===== src/rtl/fetch_unit_if.sv =====
// fetch_unit_if: control, memory-read and instruction signals between the fetch unit and its neighbours.
interface fetch_unit_if;
    logic        start, load_pc, mem_req, mem_ack, instr_valid, busy, fetch_err;
    logic [7:0]  new_pc, mem_addr, address;
    logic [15:0] mem_rdata, instruction;
    modport master (
        output start, load_pc, new_pc, mem_ack, mem_rdata,
        input  mem_req, mem_addr, instruction, address, instr_valid, busy, fetch_err
    );
    modport slave (
        input  start, load_pc, new_pc, mem_ack, mem_rdata,
        output mem_req, mem_addr, instruction, address, instr_valid, busy, fetch_err
    );
endinterface


===== src/rtl/fetch_unit.sv =====
// fetch_unit: single-outstanding instruction fetch FSM (IDLE/REQ/VALID) holding the PC and last instruction.
// Define FETCH_TIMEOUT_EN to abort fetches after TIMEOUT_CYCLES unacknowledged REQ cycles.
module fetch_unit #(
    parameter int TIMEOUT_CYCLES = 15
) (
    input  logic        clk,
    input  logic        reset,
    fetch_unit_if.slave bus
);
    typedef enum logic [1:0] {IDLE = 2'd0, REQ = 2'd1, VALID = 2'd2} state_e;
    state_e      state_q, state_d;
    logic [7:0]  pc_q, pc_d;
    logic [15:0] instr_q, instr_d;
    logic        timeout;
    always_comb begin
        state_d = state_q;
        pc_d    = pc_q;
        instr_d = instr_q;
        case (state_q)
            IDLE:  state_d = bus.start ? REQ : IDLE;
            REQ: begin
                if (bus.mem_ack) begin
                    state_d = VALID;
                    instr_d = bus.mem_rdata;
                end else if (timeout) begin
                    state_d = IDLE;
                end
            end
            VALID: begin
                if (bus.load_pc) begin
                    state_d = IDLE;
                    pc_d    = bus.new_pc;
                end
            end
            default: state_d = IDLE;
        endcase
    end
    always_ff @(posedge clk or posedge reset) begin
        if (reset) begin
            state_q <= IDLE;
            pc_q    <= 8'h00;
            instr_q <= 16'h0000;
        end else begin
            state_q <= state_d;
            pc_q    <= pc_d;
            instr_q <= instr_d;
        end
    end
`ifdef FETCH_TIMEOUT_EN
    localparam logic [3:0] LIMIT = 4'(TIMEOUT_CYCLES - 1);
    logic [3:0] cnt_q, cnt_d;
    logic       err_q, err_d;
    logic       accept_start;
    assign accept_start = (state_q == IDLE) && bus.start;
    // the ack branch of the FSM has priority, so a limit cycle with ack still completes
    assign timeout = (state_q == REQ) && (cnt_q == LIMIT);
    always_comb begin
        cnt_d = accept_start ? 4'd0 : ((state_q == REQ) && !bus.mem_ack) ? cnt_q + 4'd1 : cnt_q;
        err_d = accept_start ? 1'b0 : (timeout && !bus.mem_ack) ? 1'b1 : err_q;
    end
    always_ff @(posedge clk or posedge reset) begin
        if (reset) begin
            cnt_q <= 4'd0;
            err_q <= 1'b0;
        end else begin
            cnt_q <= cnt_d;
            err_q <= err_d;
        end
    end
    assign bus.fetch_err = err_q;
`else
    assign timeout       = 1'b0;
    assign bus.fetch_err = 1'b0;
`endif
    assign bus.mem_req     = state_q == REQ;
    assign bus.busy        = state_q == REQ;
    assign bus.instr_valid = state_q == VALID;
    assign bus.mem_addr    = pc_q;
    assign bus.address     = pc_q;
    assign bus.instruction = instr_q;
endmodule


===== src/flat_wrapper.sv =====
// flat-port wrapper written by rule: the top's interface ports become plain ports
module fetch_unit_flat 
#(
    parameter int TIMEOUT_CYCLES = 15
)
  (clk, reset, bus_start, bus_load_pc, bus_new_pc, bus_mem_ack, bus_mem_rdata, bus_mem_req, bus_mem_addr, bus_instruction, bus_address, bus_instr_valid, bus_busy, bus_fetch_err);
  fetch_unit_if bus_i ();
  input  logic clk;
  input  logic reset;
  input wire logic [$bits(bus_i.start)-1:0] bus_start;
  input wire logic [$bits(bus_i.load_pc)-1:0] bus_load_pc;
  input wire logic [$bits(bus_i.new_pc)-1:0] bus_new_pc;
  input wire logic [$bits(bus_i.mem_ack)-1:0] bus_mem_ack;
  input wire logic [$bits(bus_i.mem_rdata)-1:0] bus_mem_rdata;
  output wire logic [$bits(bus_i.mem_req)-1:0] bus_mem_req;
  output wire logic [$bits(bus_i.mem_addr)-1:0] bus_mem_addr;
  output wire logic [$bits(bus_i.instruction)-1:0] bus_instruction;
  output wire logic [$bits(bus_i.address)-1:0] bus_address;
  output wire logic [$bits(bus_i.instr_valid)-1:0] bus_instr_valid;
  output wire logic [$bits(bus_i.busy)-1:0] bus_busy;
  output wire logic [$bits(bus_i.fetch_err)-1:0] bus_fetch_err;
  assign bus_i.start = bus_start;
  assign bus_i.load_pc = bus_load_pc;
  assign bus_i.new_pc = bus_new_pc;
  assign bus_i.mem_ack = bus_mem_ack;
  assign bus_i.mem_rdata = bus_mem_rdata;
  assign bus_mem_req = bus_i.mem_req;
  assign bus_mem_addr = bus_i.mem_addr;
  assign bus_instruction = bus_i.instruction;
  assign bus_address = bus_i.address;
  assign bus_instr_valid = bus_i.instr_valid;
  assign bus_busy = bus_i.busy;
  assign bus_fetch_err = bus_i.fetch_err;
  fetch_unit #(.TIMEOUT_CYCLES(TIMEOUT_CYCLES)) u_core (.clk(clk), .reset(reset), .bus(bus_i));
endmodule

===== config.mk =====
export PLATFORM = sky130hd
export DESIGN_NAME = fetch_unit_flat
export DESIGN_NICKNAME = d
export VERILOG_FILES = /design/src/rtl/fetch_unit_if.sv /design/src/rtl/fetch_unit.sv /design/src/flat_wrapper.sv
export SDC_FILE = /design/constraint.sdc
export NUM_CORES = 1
export LEC_CHECK = 0
export ABC_AREA = 1
export CAP_MARGIN = 20
export CORE_MARGIN = 2
export CORE_UTILIZATION = 25
export CTS_BUF_LIST = sky130_fd_sc_hd__clkbuf_2 sky130_fd_sc_hd__clkbuf_4 sky130_fd_sc_hd__clkbuf_8
export DETAILED_ROUTE_END_ITERATION = 8
export PLACE_DENSITY = 0.53
export SYNTH_ARGS = -nofsm -noshare
export SYNTH_HDL_FRONTEND = slang
export SYNTH_SLANG_ARGS = --single-unit

===== constraint.sdc =====
create_clock -name clk -period 1.2 [get_ports clk]
set_input_delay 0.24 -clock clk [delete_from_list [all_inputs] [get_ports clk]]
set_output_delay 0.24 -clock clk [all_outputs]
set_load 0.005 [all_outputs]

* Word level (Yosys, flattened, before mapping) *
Index checks and enable logic that the tools add are counted.

word-level totals
  register bits = 26
  output and inout port bits = 36
  word-level logic and storage cells = 15

operators by class
  equality and inequality tests = 4
  mux-type cells = 4
  reduce and logical (&&, ||, !) cells = 4

operator list
  operator                                        number
  one-hot mux 2 bit (3 select lines)              1
  AND reduction 2 bit                             3
  2-to-1 mux 2 bit                                2
  inequality test 2 bit (second input constant)   2
  == test 2 x 1 -> 1 bit (second input constant)  1
  == test 2 bit (second input constant)           1
  zero test 2 bit                                 1
  2-to-1 mux 1 bit                                1

* Longest topological paths before layout *
Gate-level depths: netlist of the first run.

  word-level depth = 3
  mapped depth = 5

* Worst setup path after synthesis of the first run *
Ideal clock, no wire load.

  kind = register to output
  start point = reg u_core.state_q[0]
  end point = out bus_instr_valid
  arrival time = 790 ps
  path slack = 170 ps
  stages on the path, launching flop included = 6
  path buffers = 2
  path through = dfrtp_1 > buf_6 > inv_2 > buf_6 > nand2_2 > inv_1

between the ends
  longest elaborated chain between the ends = 1

ends and longest elaborated chain
  item                    RTL line            text
  start, declared         fetch_unit.sv:11    state_e state_q, state_d;
  start signal, assigned  fetch_unit.sv:44    state_q <= state_d;
  == test 2 bit           fetch_unit.sv:77    assign bus.instr_valid = state_q == VALID;
  end, declared           flat_wrapper.sv:19  output wire logic [$bits(bus_i.instr_valid)-1:0] bus_instr_valid;

No other way between the ends.

* Final worst setup path of the first run *
  start point = reg u_core.state_q[1]
  end point = out bus_busy

between the ends
  longest elaborated chain between the ends = 1

ends and longest elaborated chain
  item                    RTL line            text
  == test 2 x 1 -> 1 bit  fetch_unit.sv:76    assign bus.busy = state_q == REQ;
  end, declared           flat_wrapper.sv:20  output wire logic [$bits(bus_i.busy)-1:0] bus_busy;

No other way between the ends.

==> results.sh, run 1 <==
export IMPL_rsz0062_at_grt="true"
export IMPL_num_vias=1204
export IMPL_synthMostInstantiatedCell="nand2_1"
export IMPL_pre_cts_ws_ps=-142.1
export IMPL_drv_slew=0
export IMPL_synth_cell_types=15
export IMPL_synth_compound_area_share_pct=1.127
export IMPL_clock_latency_ps=270
export IMPL_ant_nets=0
export IMPL_cp_required_ps=960
export IMPL_ys_warn_count=0
export IMPL_hold_viol_final=0
export IMPL_hp_class="input port to asynchronous set/reset pin"
export IMPL_finClkSkew_ps=3.255
export IMPL_synthCells=130
export IMPL_ys_flop_type="dfrtp_1"
export IMPL_port_buffers=63
export IMPL_outcome="finished, violations left"
export IMPL_r2r_slack_ps=-10
export IMPL_peakVddDrop_uv=684.4
export IMPL_initial_core_util_pct=25.85
export IMPL_synth_xor_area_share_pct=0
export IMPL_firstDrtPassIters=4
export IMPL_violations="negative setup slack"
export IMPL_clock_sinks=26
export IMPL_gp_congestion=0.7767
export IMPL_drt_iter0_markers=18
export IMPL_synth_largest_area_cell="dfrtp_1"
export IMPL_synth_area_mux_share_pct=0
export IMPL_power_frac_comb_pct=55.0
export IMPL_grtUsageTotal_pct=13.47
export IMPL_grt_max_degree=27
export IMPL_antenna_found_initial=0
export IMPL_synth_top_cell_area_share_pct=53.28
export IMPL_r2r_start="u_core.state_q[1]"
export IMPL_drt_total_wl_um=3546
export IMPL_period_share_pct=106.4
export IMPL_yosys_top_cells_area="dfrtp_1 (53%), nand2_1 (15%), nand4_1 (12%)"
export IMPL_cts_buffer_depth=2
export IMPL_worstSetupPathType="flip-flop to primary output"
export IMPL_drive_gt1_share_pct=23.90
export IMPL_ys_ff_latch=26
export IMPL_fin_ws_ps=-77.23
export IMPL_synth_top_family_by_area="simple AND/OR/NAND/NOR gates"
export IMPL_seqPwrFrac_pct=33.9
export IMPL_dp_cells=252
export IMPL_finalNetCount=236
export IMPL_internal_power_mw=2.837
export IMPL_async_flop_share_pct=100.0
export IMPL_area_growth_pct=67.73
export IMPL_cts_made_buffers=3
export IMPL_htree_levels=1
export IMPL_switchingPower_mw=1.622
export IMPL_finalSetupViolations=6
export IMPL_hpwl_um=2378
export IMPL_clkTransAtPathRegs_ps=90
export IMPL_drc=0
export IMPL_cp_data_arrival_time_ps=1040
export IMPL_synth_edf_count=0
export IMPL_powerDensity_mw_per_mm2=2177
export IMPL_die_w_um=73.89
export IMPL_syn_area_mm2=0.001221
export IMPL_fin_hold_ws_ps=298.8
export IMPL_ff2ff_path_depth=6
export IMPL_grt_overflow_total=0
export IMPL_design_die_area_mm2=0.005460
export IMPL_syn_nets=159
export IMPL_cts_tree="yes"
export IMPL_power_share_switching_pct=36.38
export IMPL_end_kind="primary output"
export IMPL_synth_simple_area_share_pct=31.15
export IMPL_avgSynthCellArea_um2=9.394
export IMPL_synthTopCellsByCount="nand2_1 (49), dfrtp_1 (26), nand4_1 (24)"
export IMPL_grt_pass1_wl_um=5740
export IMPL_num_rows=25
export IMPL_synth_fa_ha_area_share_pct=0
export IMPL_totalPowerFinal_mw=4.459
export IMPL_fin_setup_tns_ps=-193.6
export IMPL_n_antenna_cell=0
export IMPL_crit_path_max_fanout=2
export IMPL_grt_pass1_vias=1245
export IMPL_pwr_share_clk_pct=11.1
export IMPL_clock_root_buffer="clkbuf_8"
export IMPL_timing_rr_end="u_core.bus.instruction[2]"
export IMPL_ys_seq_area_share_pct=53.28
export IMPL_vias_per_cell=4.426
export IMPL_die_height_um=73.89
export IMPL_layout_cells_non_filler=272
export IMPL_io_pins=65
export IMPL_routedWlPerCell_um=13.04
export IMPL_start_kind="flip-flop"
export IMPL_p_leak_nw=1.050
export IMPL_finalCriticalPeriod_ps=1277
export IMPL_hold_buffers=0
export IMPL_coreArea_mm2=0.004723
export IMPL_timing_fmax_ghz=0.7829
export IMPL_drv_cap=0
cell families (layout without fill, tap and decap cells):
logic type,after synthesis,in the layout
and+or+nand+nor,77,78
AOI/OAI and AO/OA,2,2
buffers and inverters,24,98
other,1,1
DFF,26,26
repair_timing:
action	CTS	global route
hold endpoints to repair	0	0
pin swaps	1	1
setup buffers	14	2
endpoints found under the setup margin	51	33
cloned	1	0
gates resized for setup	66	18
registers in the layout (all words and copies together), names as in the netlist:
register / count
u_core.bus.address: 8
u_core.bus.instruction: 16
u_core.state_q: 2
worst max-delay path by stage:
stage / depth (start not counted) / end / from
global route: 5 / bus_mem_req / u_core.state_q[1]
finish: 5 / bus_busy / u_core.state_q[1]
floorplan: 5 / bus_instr_valid / u_core.state_q[0]
CTS: 5 / bus_busy / u_core.state_q[1]
detailed placement: 4 / bus_busy / u_core.state_q[1]
global placement: 4 / bus_busy / u_core.state_q[1]
cells in the final DEF (no fill, tap or decap):
master / count
buf_2: 3
o21ai_0: 1
nand3_4: 3
buf_4: 20
clkbuf_8: 3
dfrtp_1: 26
clkdlybuf4s50_1: 28
nand2_1: 48
buf_12: 1
clkdlybuf4s15_1: 9
dlygate4sd2_1: 17
clkbuf_2: 3
inv_4: 2
o21ai_2: 1
conb_1: 1
inv_2: 2
nand3_1: 1
nand2_4: 2
buf_6: 9
nand4_1: 24
inv_1: 1
through the flow:
| stage | utilization [%] | instance area [um2] |
|---|---|---|
| final | 43.36 | 2048 |
| after global routing | 43.36 | 2048 |
| after CTS | 42.54 | 2009 |
| after detailed placement | 39.79 | 1879 |
| after global placement | 39.79 | 1879 |
| after floorplan | - | 1221 |
per-layer routing:
metal | vias up | GRT usage [%] | routed length [um]
met5 | - | 0 | 0
met4 | 0 | 3.636 | 0
met3 | 0 | 3.841 | 300
met2 | 56 | 22.52 | 1644
met1 | 571 | 16.97 | 1601
li1 | 577 | - | -
power by group through the flow:
stage / clock (mW) / sequential [mW] / combinational (mW)
detailed placement: 0 / 1.57 / 2.23
global route: 0.534 / 1.57 / 2.71
CTS: 0.509 / 1.51 / 2.33
floorplan: 0 / 1.55 / 1.08
global placement: 0 / 1.55 / 2.19
finish: 0.496 / 1.51 / 2.45
area by class of cell:
| class | count | area, um2 |
|---|---|---|
| Clock buffer | 3 | 41.29 |
| Fill cell | 470 | 2675 |
| Inverter | 5 | 23.77 |
| Multi-Input combinational cell | 81 | 427.9 |
| Sequential cell | 26 | 650.6 |
| Tap cell | 67 | 83.83 |
| Timing Repair Buffer | 90 | 820.8 |
worst max-delay path, cell delays in order (launching register included):
cell,delay (ps)
dfrtp_1,410
buf_6,130
inv_4,50
nand2_4,50
inv_4,50
buf_6,80
(Power assumes the default switching activity.)
==> run 2: changes to the inputs <==
- CORE_MARGIN: 2 -> 4
==> run 2 against run 1 <==
  * The flow still finishes with violations (negative setup slack)
  * Non-clock buffer count rose by 2
  * Fmax up 0.26%
  * Register-to-register slack about the same
  * Final area increased by 1.0%
  * Total power up 6.1%
  * Sequential power hardly changed
  * Critical endpoint unchanged
  * Largest cell class unchanged
  * Largest power group unchanged
  * Highest routed layer is now met4
==> results.sh, run 2 (synthesized netlist as in run 1, its figures left out) <==
export IMPL_outcome="finished, violations left"
export IMPL_violations="negative setup slack"
export IMPL_clkTransAtPathRegs_ps=100
export IMPL_num_vias=1213
export IMPL_finalCriticalPeriod_ps=1274
export IMPL_final_common_cell="nand2_1"
export IMPL_grt_pass1_vias=1306
export IMPL_rsz0062_at_grt="true"
export IMPL_crit_slowest_cell="dfrtp_1"
export IMPL_cts_buffer_depth=2
export IMPL_clock_sinks=26
export IMPL_cts_made_buffers=3
export IMPL_firstDrtPassIters=4
export IMPL_initial_core_util_pct=25.85
export IMPL_peakVddDrop_uv=891.1
export IMPL_area_growth_pct=69.47
export IMPL_drv_cap=0
export IMPL_finClkSkew_ps=10.96
export IMPL_cts_tree="yes"
export IMPL_grt_overflow_total=0
export IMPL_gp_congestion=0.7821
export IMPL_htree_levels=1
export IMPL_drt_total_wl_um=3755
export IMPL_clock_latency_ps=270
export IMPL_ant_nets=0
export IMPL_finalSetupViolations=5
export IMPL_worstSetupPathType="flip-flop to primary output"
export IMPL_grtUsageTotal_pct=12.91
export IMPL_start_kind="flip-flop"
export IMPL_drt_iter0_markers=38
export IMPL_cp_num_buf_inv=4
export IMPL_cpPeakStageDelay_ps=400
export IMPL_num_rows=25
export IMPL_totalPowerFinal_mw=4.731
export IMPL_p_leak_nw=1.041
export IMPL_largest_reg_flops=16
export IMPL_design_die_area_mm2=0.006067
export IMPL_io_pins=65
export IMPL_vias_per_cell=4.411
export IMPL_fillers=467
export IMPL_cp_cell_sequence="buf_6 -> inv_4 -> nand2_4 -> inv_4 -> buf_6"
export IMPL_routedWlPerCell_um=13.65
export IMPL_period_share_pct=106.2
export IMPL_grt_max_degree=20
export IMPL_end_kind="primary output"
export IMPL_finalNetCount=238
export IMPL_die_w_um=77.89
export IMPL_drive_gt1_share_pct=25.96
export IMPL_crit_path_max_fanout=2
export IMPL_timing_fmax_ghz=0.7850
export IMPL_cp_data_arrival_time_ps=1030
export IMPL_coreArea_mm2=0.004723
export IMPL_cp_required_ps=960
export IMPL_n_antenna_cell=0
export IMPL_cpLargestDelayFamily="flip-flops"
export IMPL_port_buffers=63
export IMPL_grt_pass1_wl_um=6327
export IMPL_hold_viol_final=0
export IMPL_hold_buffers=0
export IMPL_final_util_pct=43.81
export IMPL_hp_class="input port to asynchronous set/reset pin"
export IMPL_powerDensity_mw_per_mm2=2286
export IMPL_clock_root_buffer="clkbuf_8"
export IMPL_drv_slew=0
export IMPL_die_height_um=77.89
export IMPL_final_cell_mix="nand2_1 (48), clkdlybuf4s50_1 (28), buf_4 (26), dfrtp_1 (26), nand4_1 (24)"
export IMPL_hpwl_um=2601
export IMPL_drc=0
export IMPL_fin_ws_ps=-73.95
export IMPL_antenna_found_initial=0
-- run 2: area by class of cell --
type	count	area, um2	share of cell area, %
tap	67	83.83	4.051
clock inverter	1	30.03	1.451
clock buffer	3	41.29	1.995
multi-input combinational	81	427.9	20.68
inverter	5	23.77	1.149
timing repair buffer	92	812.0	39.24
sequential	26	650.6	31.44
-- run 2: what timing repair did --
action | 4_1_cts | 5_1_grt
gates resized for setup | 63 | 32
cloned | 1 | 0
endpoints found under the setup margin | 51 | 47
buffers inserted | 16 | 3
pin swaps | 2 | 0
hold endpoints to repair | 0 | 0
-- run 2: path summary, 6_finish.rpt --
kind / to / startpoint / slack, ps / depth (start not counted)
max in group asynchronous: u_core.bus.instruction[8] / reset / 660 / 3
max: bus_busy / u_core.state_q[1] / -70 / 5
max reg2reg: u_core.bus.instruction[2] / u_core.state_q[1] / -20 / 6
min reg2reg: u_core.bus.instruction[5] / u_core.bus.instruction[5] / 480 / 2
min in group clk: u_core.bus.instruction[5] / u_core.bus.instruction[5] / 480 / 2
min: u_core.bus.address[5] / reset / 270 / 3
-- run 2: report_power, final --
group	internal, mW	switching (mW)	leakage (nW)	total (mW)
sequential	1.28	0.238	0.326	1.51
combinational	1.35	1.14	0.680	2.49
clock	0.446	0.279	0.0357	0.725
-- run 2: stage by stage --
| step | cells | hold WS [ps] | setup TNS [ps] | area [um2] | setup slack [ps] |
|---|---|---|---|---|---|
| after floorplan | 130 | 280.0 | 0 | 1221 | 169.5 |
| after global placement | 252 | 452.4 | -1449 | 1867 | -130.0 |
| after detailed placement | 252 | 462.3 | -2146 | 1867 | -140.6 |
| after CTS | 273 | 272.3 | -896.2 | 2028 | -105.3 |
| after global routing | 275 | 287.7 | -1629 | 2069 | -139.4 |
| final | 275 | 272.7 | -233.8 | 2069 | -73.95 |
-- run 2: worst reg2reg max path, stage by stage (launching register included) --
cell and delay [ps]:
dfrtp_1 400, buf_6 130, inv_4 60, buf_6 190, nand3_4 160, nand2_1 110
nand2_1 70
-- run 2: layer usage --
layer / vias up / wire, um / GRT usage, %
met1: 559 / 1644 / 17.24
met3: 2 / 421 / 4.408
met4: 0 / 14 / 2.098
met5: - / 0 / 0
li1: 581 / - / -
met2: 71 / 1675 / 20.55
==> run 3: changes to the inputs <==
- GPL_TIMING_DRIVEN: unset -> 1
==> results of run 3 <==
Final layout, timing and power as in run 2 (identical DEF).
